[src/rtl/wb_port_arbiter_if.sv]
// Writeback-port bundle: pipeline writeback, long-unit handshake, RF write port, status.
// slave = arbiter view, master = driver view (pipeline/long-unit/RF side).
interface wb_port_arbiter_if #(
  parameter int DATA_W = 32,
  parameter int REG_W  = 5,
  parameter int DEPTH  = 4
);
  localparam int CNT_W = $clog2(DEPTH) + 1;

  logic              wb_en;
  logic              wb_sys_en;
  logic [REG_W-1:0]  wb_rd;
  logic [DATA_W-1:0] wb_data;
  logic              lu_valid;
  logic              lu_ready;
  logic [REG_W-1:0]  lu_rd;
  logic [DATA_W-1:0] lu_data;
  logic              rf_we;
  logic              rf_sys_we;
  logic [REG_W-1:0]  rf_waddr;
  logic [DATA_W-1:0] rf_wdata;
  logic              pipe_stall;
  logic [REG_W-1:0]  pend_q;
  logic              pend_hit;
  logic [CNT_W-1:0]  fifo_count;
  logic              proto_err;

  modport slave (
    input  wb_en, wb_sys_en, wb_rd, wb_data, lu_valid, lu_rd, lu_data, pend_q,
    output lu_ready, rf_we, rf_sys_we, rf_waddr, rf_wdata, pipe_stall, pend_hit,
    output fifo_count, proto_err
  );

  modport master (
    output wb_en, wb_sys_en, wb_rd, wb_data, lu_valid, lu_rd, lu_data, pend_q,
    input  lu_ready, rf_we, rf_sys_we, rf_waddr, rf_wdata, pipe_stall, pend_hit,
    input  fifo_count, proto_err
  );
endinterface

[src/rtl/wb_port_arbiter.sv]
// RF write-port arbiter: pipeline has priority (0-cycle path), long-unit results queue in a FIFO
// drained on idle slots or by a one-cycle forced stall; lu_ready=!full. WB_FWD_EN: idle-slot bypass.
module wb_port_arbiter #(
  parameter int DATA_W     = 32,
  parameter int REG_W      = 5,
  parameter int DEPTH      = 4,
  parameter int STARVE_MAX = 8
) (
  input  logic          clk,
  input  logic          reset,
  wb_port_arbiter_if.slave bus
);
  localparam int PTR_W = $clog2(DEPTH);
  localparam int CNT_W = PTR_W + 1;
  localparam int SC_W  = $clog2(STARVE_MAX + 1);

  typedef enum logic [1:0] {IDLE, PIPE, DRAIN} state_t;

  state_t            state_q, state_d;
  logic [REG_W-1:0]  rd_mem_q   [DEPTH];
  logic [DATA_W-1:0] data_mem_q [DEPTH];
  logic [PTR_W-1:0]  wr_ptr_q, rd_ptr_q;
  logic [CNT_W-1:0]  count_q, count_d;
  logic [SC_W-1:0]   starve_q, starve_d;
  logic              stall_q, stall_d;
  logic              perr_q, perr_d;

  logic              full, fwd, push, pop, lu_ready, hit;
  logic              we, sys_we;
  logic [REG_W-1:0]  waddr;
  logic [DATA_W-1:0] wdata;

  always_comb begin
    full     = (count_q == CNT_W'(DEPTH));
    fwd      = 1'b0;
`ifdef WB_FWD_EN
    fwd      = (state_q == IDLE) && !bus.wb_en && bus.lu_valid;
`endif
    lu_ready = !reset && !full;
    push     = lu_ready && bus.lu_valid && !fwd;
    pop      = 1'b0;
    we       = bus.wb_en;
    sys_we   = bus.wb_sys_en;
    waddr    = bus.wb_rd;
    wdata    = bus.wb_data;
    starve_d = '0;
    state_d  = state_q;

    case (state_q)
      IDLE: begin
        if (fwd) begin
          we     = 1'b1;
          sys_we = 1'b0;
          waddr  = bus.lu_rd;
          wdata  = bus.lu_data;
        end
      end
      PIPE: begin
        if (!bus.wb_en) begin
          pop    = 1'b1;
          we     = 1'b1;
          sys_we = 1'b0;
          waddr  = rd_mem_q[rd_ptr_q];
          wdata  = data_mem_q[rd_ptr_q];
        end
      end
      default: begin
        // Forced drain: the pipeline is stalled, so its request is dropped.
        pop    = 1'b1;
        we     = 1'b1;
        sys_we = 1'b0;
        waddr  = rd_mem_q[rd_ptr_q];
        wdata  = data_mem_q[rd_ptr_q];
      end
    endcase

    count_d = count_q + CNT_W'(push) - CNT_W'(pop);

    case (state_q)
      IDLE:    state_d = push ? PIPE : IDLE;
      PIPE: begin
        if (bus.wb_en) begin
          starve_d = starve_q + SC_W'(1);
          state_d  = (starve_q == SC_W'(STARVE_MAX - 1)) ? DRAIN : PIPE;
        end else begin
          state_d  = (count_d == '0) ? IDLE : PIPE;
        end
      end
      default: state_d = (count_d == '0) ? IDLE : PIPE;
    endcase

    stall_d = (state_d == DRAIN);
    perr_d  = perr_q || (bus.wb_en && stall_q);

    if (reset) begin
      we     = 1'b0;
      sys_we = 1'b0;
    end
  end

  always_comb begin
    hit = 1'b0;
    for (int k = 0; k < DEPTH; k++) begin
      if ((CNT_W'(k) < count_q) && (rd_mem_q[rd_ptr_q + PTR_W'(k)] == bus.pend_q)
          && (bus.pend_q != '0))
        hit = 1'b1;
    end
  end

  always_ff @(posedge clk) begin
    if (reset) begin
      state_q  <= IDLE;
      wr_ptr_q <= '0;
      rd_ptr_q <= '0;
      count_q  <= '0;
      starve_q <= '0;
      stall_q  <= 1'b0;
      perr_q   <= 1'b0;
    end else begin
      state_q  <= state_d;
      count_q  <= count_d;
      starve_q <= starve_d;
      stall_q  <= stall_d;
      perr_q   <= perr_d;
      if (push) begin
        rd_mem_q[wr_ptr_q]   <= bus.lu_rd;
        data_mem_q[wr_ptr_q] <= bus.lu_data;
        wr_ptr_q             <= wr_ptr_q + PTR_W'(1);
      end
      if (pop)
        rd_ptr_q <= rd_ptr_q + PTR_W'(1);
    end
  end

  assign bus.lu_ready   = lu_ready;
  assign bus.rf_we      = we;
  assign bus.rf_sys_we  = sys_we;
  assign bus.rf_waddr   = waddr;
  assign bus.rf_wdata   = wdata;
  assign bus.pipe_stall = stall_q;
  assign bus.pend_hit   = hit;
  assign bus.fifo_count = count_q;
  assign bus.proto_err  = perr_q;
endmodule

[src/flat_wrapper.sv]
// flat-port wrapper written by rule: the top's interface ports become plain ports
module wb_port_arbiter_flat 
#(
  parameter int DATA_W     = 32,
  parameter int REG_W      = 5,
  parameter int DEPTH      = 4,
  parameter int STARVE_MAX = 8
)
  (clk, reset, bus_wb_en, bus_wb_sys_en, bus_wb_rd, bus_wb_data, bus_lu_valid, bus_lu_rd, bus_lu_data, bus_pend_q, bus_lu_ready, bus_rf_we, bus_rf_sys_we, bus_rf_waddr, bus_rf_wdata, bus_pipe_stall, bus_pend_hit, bus_fifo_count, bus_proto_err);
  wb_port_arbiter_if #(.DATA_W(DATA_W), .REG_W(REG_W), .DEPTH(DEPTH)) bus_i ();
  input  logic clk;
  input  logic reset;
  input wire logic [$bits(bus_i.wb_en)-1:0] bus_wb_en;
  input wire logic [$bits(bus_i.wb_sys_en)-1:0] bus_wb_sys_en;
  input wire logic [$bits(bus_i.wb_rd)-1:0] bus_wb_rd;
  input wire logic [$bits(bus_i.wb_data)-1:0] bus_wb_data;
  input wire logic [$bits(bus_i.lu_valid)-1:0] bus_lu_valid;
  input wire logic [$bits(bus_i.lu_rd)-1:0] bus_lu_rd;
  input wire logic [$bits(bus_i.lu_data)-1:0] bus_lu_data;
  input wire logic [$bits(bus_i.pend_q)-1:0] bus_pend_q;
  output wire logic [$bits(bus_i.lu_ready)-1:0] bus_lu_ready;
  output wire logic [$bits(bus_i.rf_we)-1:0] bus_rf_we;
  output wire logic [$bits(bus_i.rf_sys_we)-1:0] bus_rf_sys_we;
  output wire logic [$bits(bus_i.rf_waddr)-1:0] bus_rf_waddr;
  output wire logic [$bits(bus_i.rf_wdata)-1:0] bus_rf_wdata;
  output wire logic [$bits(bus_i.pipe_stall)-1:0] bus_pipe_stall;
  output wire logic [$bits(bus_i.pend_hit)-1:0] bus_pend_hit;
  output wire logic [$bits(bus_i.fifo_count)-1:0] bus_fifo_count;
  output wire logic [$bits(bus_i.proto_err)-1:0] bus_proto_err;
  assign bus_i.wb_en = bus_wb_en;
  assign bus_i.wb_sys_en = bus_wb_sys_en;
  assign bus_i.wb_rd = bus_wb_rd;
  assign bus_i.wb_data = bus_wb_data;
  assign bus_i.lu_valid = bus_lu_valid;
  assign bus_i.lu_rd = bus_lu_rd;
  assign bus_i.lu_data = bus_lu_data;
  assign bus_i.pend_q = bus_pend_q;
  assign bus_lu_ready = bus_i.lu_ready;
  assign bus_rf_we = bus_i.rf_we;
  assign bus_rf_sys_we = bus_i.rf_sys_we;
  assign bus_rf_waddr = bus_i.rf_waddr;
  assign bus_rf_wdata = bus_i.rf_wdata;
  assign bus_pipe_stall = bus_i.pipe_stall;
  assign bus_pend_hit = bus_i.pend_hit;
  assign bus_fifo_count = bus_i.fifo_count;
  assign bus_proto_err = bus_i.proto_err;
  wb_port_arbiter #(.DATA_W(DATA_W), .REG_W(REG_W), .DEPTH(DEPTH), .STARVE_MAX(STARVE_MAX)) u_core (.clk(clk), .reset(reset), .bus(bus_i));
endmodule
[config.mk]
export PLATFORM = sky130hd
export DESIGN_NAME = wb_port_arbiter_flat
export DESIGN_NICKNAME = d
export VERILOG_FILES = /design/src/rtl/wb_port_arbiter_if.sv /design/src/rtl/wb_port_arbiter.sv /design/src/flat_wrapper.sv
export SDC_FILE = /design/constraint.sdc
export NUM_CORES = 1
export LEC_CHECK = 0
export BUFFER_PORTS_ARGS = -buffer_cell sky130_fd_sc_hd__buf_4
export CAP_MARGIN = 10
export CORE_UTILIZATION = 56
export DETAILED_ROUTE_END_ITERATION = 12
export PLACE_DENSITY = 0.86
export RECOVER_POWER = 100
export SLEW_MARGIN = 25
export SYNTH_ARGS = -nofsm -noshare
export SYNTH_HDL_FRONTEND = slang
export SYNTH_SLANG_ARGS = --single-unit
[constraint.sdc]
create_clock -name clk -period 3.1 [get_ports clk]
set_clock_uncertainty 0.2 [all_clocks]
set_input_delay 0.31 -clock clk [delete_from_list [all_inputs] [get_ports clk]]
set_output_delay 0.31 -clock clk [all_outputs]
set_load 0.03 [all_outputs]
======== Word-level counts from Yosys, hierarchy flattened ========
Memory sizes are Yosys's and may differ from the RTL's. A register that Yosys moved wholly into a read port is not among the register bits.
Index checks and enable logic that the tools add are counted.
cells by class
  multiplexer cells ....................... 27
  reduce and logical (&&, ||, !) cells .... 18
  order comparisons ....................... 4
  add/subtract/negate cells ............... 7
  bitwise logic cells ..................... 2
  equality and inequality tests ........... 8
operator list
  kind                                                                 number
  32-bit one-hot mux with 2 select lines                               1
  32-bit 2-to-1 mux                                                    1
  5-bit == test                                                        4
  1-bit 2-to-1 mux                                                     14
  2-bit 2-to-1 mux                                                     6
  1-bit logical AND                                                    11
  5-bit one-hot mux with 2 select lines                                1
  1-bit by 3-bit < comparator with 1-bit output, first input constant  2
  2-bit by 3-bit < comparator with 1-bit output, first input constant  2
  5-bit 2-to-1 mux                                                     1
  5-bit nonzero test                                                   1
  2-bit by 1-bit adder with 2-bit output, second input constant        2
  2-bit adder, second input constant                                   2
  4-bit by 1-bit adder with 4-bit output, second input constant        1
  4-bit by 3-bit == test with 1-bit output, second input constant      1
  1-bit one-hot mux with 2 select lines                                2
  2-bit one-hot mux with 2 select lines                                1
  3-bit by 1-bit adder with 3-bit output                               1
  3-bit == test, second input constant                                 1
  3-bit logical NOT                                                    1
  3-bit OR reduction                                                   1
  3-bit by 1-bit subtractor with 3-bit output                          1
  2-bit by 1-bit == test with 1-bit output, second input constant      1
  2-bit == test, second input constant                                 1
  other kinds (4)                                                      6
word-level totals
  word-level logic and storage cells ...... 75
  register bits after elaboration ......... 15
  output and inout bits ................... 46
  memory bits (writable) .................. 148
  bits of input ports ..................... 84
  memories ................................ 2
memory list
  memory             words  bits a word  rd ports  clocked after Yosys merged registers in  wr ports  line                   source
  u_core.data_mem_q  4      32           1         1                                        1         wb_port_arbiter.sv:21  logic [DATA_W-1:0] data_mem_q [DEPTH];
  u_core.rd_mem_q    4      5            4         1                                        1         wb_port_arbiter.sv:20  logic [REG_W-1:0] rd_mem_q [DEPTH];

======== Depth between registers and ports, before layout ========
Gate-level depths: netlist of the first run.
  depth after elaboration ................. 11
  mapped depth ............................ 13
  depth with buffers taken out ............ 11

======== Worst setup path before layout of the first run ========
OpenSTA, ideal clock, no wires.
  kind .................................... reg2reg
  start point ............................. register u_core.count_q[1] (netlist: u_core.bus.fifo_count[1])
  end point ............................... register u_core.state_q[0]
  arrival time ............................ 2883 ps
  slack ................................... -111 ps
  required time ........................... 2772 ps
  cell stages (with the launch flop) ...... 12
  path buffers ............................ 1
  clock period less this slack ............ 3211 ps
  library setup time ...................... 128 ps
  path through ............................ dfxtp_1 inv_1 a31oi_1 and2_1 clkbuf_1 ha_1 inv_1 fa_1 xnor2_1 nand3_1 a222oi_1 nor2_1
on the way
  longest elaborated chain between the ends .. 10
  elaborated cells on any way between the ends .. 11
  those cells by class .................... add/sub: 2; eq/ne: 1; mux: 4; reduce/logical: 4
RTL lines
  what                                         line                                          source
  start: declaration                           wb_port_arbiter.sv:23                         logic [CNT_W-1:0] count_q, count_d;
  start signal: assignment                     wb_port_arbiter.sv:121                        count_q <= count_d;
  3-bit == test (*)                            wb_port_arbiter.sv:34                         full = (count_q == CNT_W'(DEPTH));
  1-bit logical NOT (*)                        wb_port_arbiter.sv:39                         lu_ready = !reset && !full;
  1-bit logical AND (*)                        wb_port_arbiter.sv:39
  net bus_lu_ready                             flat_wrapper.sv:21                            output wire logic [$bits(bus_i.lu_ready)-1:0] bus_lu_ready;
  1-bit logical AND (*)                        wb_port_arbiter.sv:40                         push = lu_ready && bus.lu_valid && !fwd;
  3-bit by 1-bit adder with 3-bit output       wb_port_arbiter.sv:77                         count_d = count_q + CNT_W'(push) - CNT_W'(pop);
  3-bit by 1-bit subtractor with 3-bit output  wb_port_arbiter.sv:77
  3-bit logical NOT                            wb_port_arbiter.sv:86, wb_port_arbiter.sv:89
  1-bit 2-to-1 mux                             wb_port_arbiter.sv:86, wb_port_arbiter.sv:89
  2-bit 2-to-1 mux                             wb_port_arbiter.sv:82                         if (bus.wb_en) begin
  2-bit one-hot mux with 2 select lines (*)    wb_port_arbiter.sv:79                         case (state_q)
  end signal: assignment                       wb_port_arbiter.sv:120                        state_q <= state_d;
  end: declaration                             wb_port_arbiter.sv:19                         state_t state_q, state_d;
Mark *: on every way through the listed nets, which the timed path passes. The rest lies on a longest branch.
A chain may end at the register's enable or synchronous reset.

======== Worst setup path after layout of the first run ========
  start point ............................. register u_core.rd_ptr_q[1]
  end point ............................... output port bus_pend_hit
on the way
  longest elaborated chain between the ends .. 8
  elaborated cells on any way between the ends .. 16
  those cells by class .................... add/sub: 3; eq/ne: 3; mux: 3; reduce/logical: 6; memory: 1
RTL lines
  what                                    line                    source
  start: declaration                      wb_port_arbiter.sv:22   logic [PTR_W-1:0] wr_ptr_q, rd_ptr_q;
  start signal: assignment                wb_port_arbiter.sv:131  rd_ptr_q <= rd_ptr_q + PTR_W'(1);
  2-bit by 1-bit adder with 2-bit output  wb_port_arbiter.sv:104  if ((CNT_W'(k) < count_q) && (rd_mem_q[rd_ptr_q + PTR_W'(k)] == bus.pend_q)
  memory read 4 x 5 bit (*)               n/a
  5-bit == test                           wb_port_arbiter.sv:104
  1-bit logical AND                       wb_port_arbiter.sv:104
  1-bit logical AND                       wb_port_arbiter.sv:105  && (bus.pend_q != '0))
  1-bit 2-to-1 mux (2 in a row)           wb_port_arbiter.sv:104
  1-bit 2-to-1 mux (*)                    wb_port_arbiter.sv:104
  end: declaration                        flat_wrapper.sv:27      output wire logic [$bits(bus_i.pend_hit)-1:0] bus_pend_hit;
Mark *: on every way between the ends. The rest lies on a longest branch, timed or not.

==> results of run 1 <==
-- final timing paths --
path / start / slack (ps) / end
worst min register to register: u_core.starve_q[0]$_SDFF_PP0_ / 260 / u_core.starve_q[0]$_SDFF_PP0_
worst max register to register: u_core.bus.fifo_count[1]$_SDFF_PP0_ / 230 / u_core.data_mem_q[0][27]$_DFFE_PP_
worst min-delay path: bus_lu_valid / 230 / u_core.wr_ptr_q[1]$_SDFFE_PP0N_
worst max-delay path: u_core.rd_ptr_q[1]$_SDFFE_PP0N_ / 140 / bus_pend_hit
-- power by group --
group	internal [uW]	switching [uW]
clock network	1110	900
registers	2560	59.9
logic	393	499
-- critical path, stage by stage, from the launching register on --
cell	delay [ps]
dfxtp_2	390
buf_6	190
mux4_1	580
xor2_1	160
nor4_1	230
nand3_1	140
a21oi_2	190
buf_6	150
-- Yosys cell counts, types with 2 or more instances --
cell and number:
xnor2_1 9, clkbuf_1 17, and3_1 4, nor2_1 16, a21oi_1 4, nand2_1 4
nand3_1 3, xor2_1 16, nor4_1 2, nor3b_1 3, buf_2 3, buf_6 3
inv_1 11, dfxtp_1 17, ha_1 9, mux4_1 9, mux2_2 37, mux4_2 43
edfxtp_1 148, nand3b_1 2
-- cells by family (layout without fill, tap and decap cells) --
group	Yosys count	after routing
flip-flops	165	165
AND/OR/NAND/NOR	39	39
multiplexers	89	89
buffers and inverters	36	230
XOR/XNOR	25	25
adder cells (fa/ha/maj)	10	10
AO/OA/AOI/OAI	11	11
-- cell type report --
cell class | instances | area (sq um) | area share [%]
timing repair buffer | 187 | 1256 | 13.77
clock buffer | 18 | 429.2 | 4.705
clock inverter | 14 | 128.9 | 1.413
sequential | 165 | 4792 | 52.54
tap | 172 | 215.2 | 2.359
inverter | 11 | 41.29 | 0.4527
multi-input combinational | 174 | 2258 | 24.76
-- sequential cells by signal, summed over array words and instances (netlist names), named ones only --
| name | flops |
|---|---|
| u_core.bus.proto_err | 1 |
| u_core.bus.pipe_stall | 1 |
| u_core.data_mem_q | 128 |
| u_core.state_q | 2 |
| u_core.wr_ptr_q | 2 |
| u_core.rd_ptr_q | 2 |
| u_core.rd_mem_q | 20 |
| u_core.bus.fifo_count | 3 |
| u_core.starve_q | 4 |
-- what timing repair did --
action,CTS,global route
endpoints found under the setup margin,3,1
pin swaps,0,1
hold endpoints to repair,158,0
gates resized for setup,3,8
hold buffers,40,0
gates cloned,0,1
buffers inserted,0,4
-- layer usage --
metal / up-vias / global-route usage, % / share of wire [%]
met3: 37 / 6.381 / 7.1
met5: - / 0 / 0
met2: 245 / 44.59 / 53
li1: 1871 / - / -
met1: 2115 / 30.02 / 36
met4: 0 / 12.38 / 3.1
-- metrics by stage --
stage               total power, uW  hold WS (ps)  utilization, %
floorplan                      3229         186.1               -
global placement               3520         228.1           66.67
detailed placement             3554         247.7           66.67
CTS                            5565         151.4           74.39
global route                   5686         257.7           72.57
finish                         5521         230.8           72.57
==> flow_metrics.py, run 1 <==
metrics = {
    "synthesis": {
        "synth-simple-area-share_pct": 2.808,
        "syn-num-nets": 469,
        "synthMuxAreaShare_pct": 22.46,
        "syn_avg_cell_area_sq_um": 19.25,
        "synth_area_sq_um": 7218,
        "synth_seq_area_share_pct": 66.29,
        "yosys_most_used_dff": "edfxtp_1",
        "ys_warn_count": 0,
        "synth-seq-cells": 165,
        "yosysTopAreaCell": "edfxtp_1",
        "yosys.area_share.xor_xnor_pct": 3.033,
        "synth_top_family_by_area": "multiplexers",
        "synth_fa_ha_area_share_pct": 1.837,
        "synth_area_leaders": "edfxtp_1, mux4_2, mux2_2",
        "synth_compound_area_share_pct": 1.127,
        "synth_cells": 375,
        "netlist.area_leader.share_pct": 61.57,
        "synth-edff-count": 148,
        "ys_async_sr_fraction_pct": 0,
        "ys_types": 35,
    },
    "finish": {
        "fin_nets": 650,
        "n_antenna_cell": 0,
        "fill_cells": 781,
        "layout_commonest_cell": "edfxtp_1",
        "drive_above_1_share_pct": 37.79,
        "fin_area_sq_um": 9121,
        "final_cell_mix": "edfxtp_1, clkbuf_1, buf_4",
        "stdcell_count": 741,
        "areaGrowthSynthToFinish_pct": 26.37,
    },
    "timing": {
        "tns_ps": 0,
        "setup_viol": 0,
        "drv_slew": 0,
        "finalHoldViolations": 0,
        "period_share_pct": 95.53,
        "worst_slew_pin_slew_ps": 918.9,
        "period_minus_slack_ps": 2961,
        "slew_headroom_pct": 38.74,
        "clock.fmax_mhz": 337.7,
        "finalWorstSetupSlack_ps": 138.6,
    },
    "global_routing": {
        "grt_pass1_vias": 4495,
        "antenna_found_initial": 0,
        "grt_pass1_wl_microns": 24080,
        "grtUsageTotal_pct": 25.67,
        "gr-total-overflow": 0,
        "grt_max_degree": 42,
    },
    "routing": {
        "vias_per_cell": 5.760,
        "ant_nets": 0,
        "first_pass_iters": 6,
        "first_iter_violations": 293,
        "wirelength_microns": 16090,
        "routedWlPerCell_microns": 21.71,
        "route.vias.total": 4268,
        "drc": 0,
    },
    "job": {
        "maxCapViolations": 0,
    },
    "critical_path": {
        "cp-start-kind": "register",
        "reg2reg_depth": 4,
        "critPathArrivalTime_ps": 2450,
        "crit_required_ps": 2590,
        "endpoint_kind": "primary output",
        "critPathKind": "reg2out",
        "crit_fanout": 13,
    },
    "floorplanning": {
        "die_area_sq_um": 13350,
        "initial_utilization_pct": 57.43,
        "core-area_sq_um": 12570,
        "die_h_microns": 115.5,
        "ios": 130,
        "dieWidth_microns": 115.5,
        "rows": 41,
    },
    "clock_network": {
        "ctsLongestPathBuffers": 2,
        "cts_tree": "built",
        "htreeDepth": 4,
        "cts_sinks": 165,
        "numCtsBuffers": 17,
        "clock_latency_ps": 430,
        "clkTransAtPathRegs_ps": 60,
        "root_buffer": "clkbuf_16",
    },
    "min_path": {
        "holdCritPathClass": "in2reg",
        "min_path_cells": 3,
    },
    "place": {
        "placed_cells": 664,
        "routabilityCongestion": 0.8212,
        "place_hpwl_microns": 9346,
        "preCtsSetupSlack_ps": 414.7,
        "portBuffers": 129,
        "placed_area_sq_um": 8379,
    },
    "pwr": {
        "power.leakage_uw": 0.003152,
        "p_per_area_nw_per_um2": 605.3,
        "ir_drop_mv": 0.4418,
    },
    "run_status": {
        "status": "finished clean",
    },
}
(Power assumes the default switching activity.)
==> run 2: changes to the inputs <==
--- a/config.mk
+++ b/config.mk
@@ -10,7 +10,6 @@
 export CORE_UTILIZATION = 56
 export DETAILED_ROUTE_END_ITERATION = 12
 export PLACE_DENSITY = 0.86
-export RECOVER_POWER = 100
 export SLEW_MARGIN = 25
 export SYNTH_ARGS = -nofsm -noshare
 export SYNTH_HDL_FRONTEND = slang
==> run 2 against run 1 <==
Sequential power is essentially flat. Total power increased by 1.5%. Via count is essentially flat.
==> flow_metrics.py, run 2 (synthesis results as in run 1) <==
metrics = {
    "run_status": {
        "status": "finished clean",
    },
    "routing": {
        "vias_per_cell": 5.754,
        "routedWlPerCell_microns": 21.84,
        "first_iter_violations": 404,
        "ant_nets": 0,
        "first_pass_iters": 5,
        "route.vias.total": 4264,
        "drc": 0,
        "wirelength_microns": 16180,
    },
    "critical_path": {
        "critPathKind": "reg2out",
        "endpoint": "bus_pend_hit",
        "cpPeakStageDelay_ps": 580,
        "r2r-start": "u_core.bus.fifo_count[1]$_SDFF_PP0_",
        "reg2reg_depth": 10,
        "cp.depth": 7,
        "critPathArrivalTime_ps": 2450,
        "crit_fanout": 13,
        "ff2ff_setup_slack_ps": 440,
        "r2r_end": "u_core.state_q[0]$_SDFF_PP0_",
        "endpoint_kind": "primary output",
        "cp_common_cell": "buf_6",
        "slowest_stage": "mux4_1",
        "worstSetupStartpoint": "u_core.rd_ptr_q[1]$_SDFFE_PP0N_",
        "cp-start-kind": "register",
        "crit_required_ps": 2590,
        "path_cells": "buf_6, mux4_1, xor2_1, nor4_1, nand3_1, a21oi_2, buf_6",
        "cp_top_family": "multiplexers",
        "cp_num_buf_inv": 2,
    },
    "global_routing": {
        "grt_max_degree": 42,
        "gr-total-overflow": 0,
        "antenna_found_initial": 0,
        "grt_pass1_vias": 4495,
        "grt_pass1_wl_microns": 24080,
        "grtUsageTotal_pct": 25.67,
    },
    "min_path": {
        "min_path_cells": 3,
        "holdCritPathClass": "in2reg",
    },
    "clock_network": {
        "clock_latency_ps": 430,
        "numCtsBuffers": 17,
        "htreeDepth": 4,
        "cts_tree": "built",
        "clkTransAtPathRegs_ps": 60,
        "cts_sinks": 165,
        "ctsLongestPathBuffers": 2,
        "root_buffer": "clkbuf_16",
    },
    "pwr": {
        "power.leakage_uw": 0.003366,
        "ir_drop_mv": 0.4493,
        "total_power_uw": 5603,
        "p_per_area_nw_per_um2": 594.7,
    },
    "finish": {
        "final_cell_mix": "edfxtp_1, buf_4, mux4_2",
        "regMostFlops": "u_core.data_mem_q",
        "areaGrowthSynthToFinish_pct": 30.53,
        "fill_cells": 684,
        "n_antenna_cell": 0,
        "drive_above_1_share_pct": 47.80,
        "reg_top3": "u_core.data_mem_q x128, u_core.rd_mem_q x20, u_core.starve_q x4",
        "fin_nets": 650,
        "layout_commonest_cell": "edfxtp_1",
        "stdcell_count": 741,
        "largest_reg_flops": 128,
    },
    "timing": {
        "setup_viol": 0,
        "finalHoldViolations": 0,
        "tns_ps": 0,
        "finalWorstSetupSlack_ps": 138.2,
        "period_minus_slack_ps": 2962,
        "slew_headroom_pct": 59.00,
        "drv_slew": 0,
        "worst_slew_pin_slew_ps": 615.1,
        "period_share_pct": 95.54,
        "clock.fmax_mhz": 337.6,
    },
    "job": {
        "maxCapViolations": 0,
    },
    "floorplanning": {
        "rows": 41,
        "die_h_microns": 115.5,
        "ios": 130,
        "dieWidth_microns": 115.5,
        "core-area_sq_um": 12570,
        "die_area_sq_um": 13350,
        "initial_utilization_pct": 57.43,
    },
    "place": {
        "placed_cells": 664,
        "portBuffers": 129,
        "preCtsSetupSlack_ps": 414.7,
        "place_hpwl_microns": 9346,
        "routabilityCongestion": 0.8212,
    },
}
-- run 2: worst min-delay path by stage --
stage,slack (ps),from,end
floorplan,190,reset,register
global placement,230,u_core.starve_q[0]$_SDFF_PP0_,u_core.starve_q[0]$_SDFF_PP0_
detailed placement,250,u_core.starve_q[0]$_SDFF_PP0_,u_core.starve_q[0]$_SDFF_PP0_
CTS,150,bus_lu_valid,u_core.wr_ptr_q[1]$_SDFFE_PP0N_
global route,180,bus_lu_valid,u_core.wr_ptr_q[1]$_SDFFE_PP0N_
finish,170,bus_lu_valid,u_core.wr_ptr_q[1]$_SDFFE_PP0N_
-- run 2: tightest hold or removal path, stage by stage --
cell	delay [ps]
buf_4	100
and2_1	230
o31ai_1	90
-- run 2: power breakdown --
group          total, uW  leakage (uW)  internal (uW)  switching [uW]
Combinational        967       0.00162            466             501
Clock               2020      0.000263           1110             905
Sequential          2620       0.00148           2560            61.9
Total               5600       0.00337           4130            1470
-- run 2: layer usage --
layer  vias to the layer above  track usage (%)  wire (microns)
li1                       1873                -               -
met1                      2128            30.02            6030
met4                         0            12.38             462
met2                       230            44.59            8632
met5                         -                0               0
met3                        33            6.381            1058
-- run 2: cell type report --
cell class                 count  area, sq um  share of cell area [%]
clock buffer                  18        429.2                   4.555
clock inverter                14        128.9                   1.368
inverter                      11        41.29                  0.4382
multi-input combinational    174         2270                   24.09
sequential                   165         4792                   50.86
tap                          172        215.2                   2.284
timing repair buffer         187         1545                   16.40
-- run 2: timing repair --
item,CTS,global route
pin swaps,0,1
hold buffers,40,0
endpoints found under the setup margin,3,1
gates resized for setup,3,8
gates cloned,0,1
setup buffers,0,4
hold endpoints to repair,158,0
-- run 2: per-stage QoR --
stage	cell area [sq um]	hold WS, ps	utilization, %
2_1_floorplan	7224	186.1	-
3_3_place_gp	8379	228.1	66.67
3_5_place_dp	8379	247.7	66.67
4_1_cts	9349	151.4	74.39
5_1_grt	9422	182.8	74.96
6_report	9422	166.0	74.96
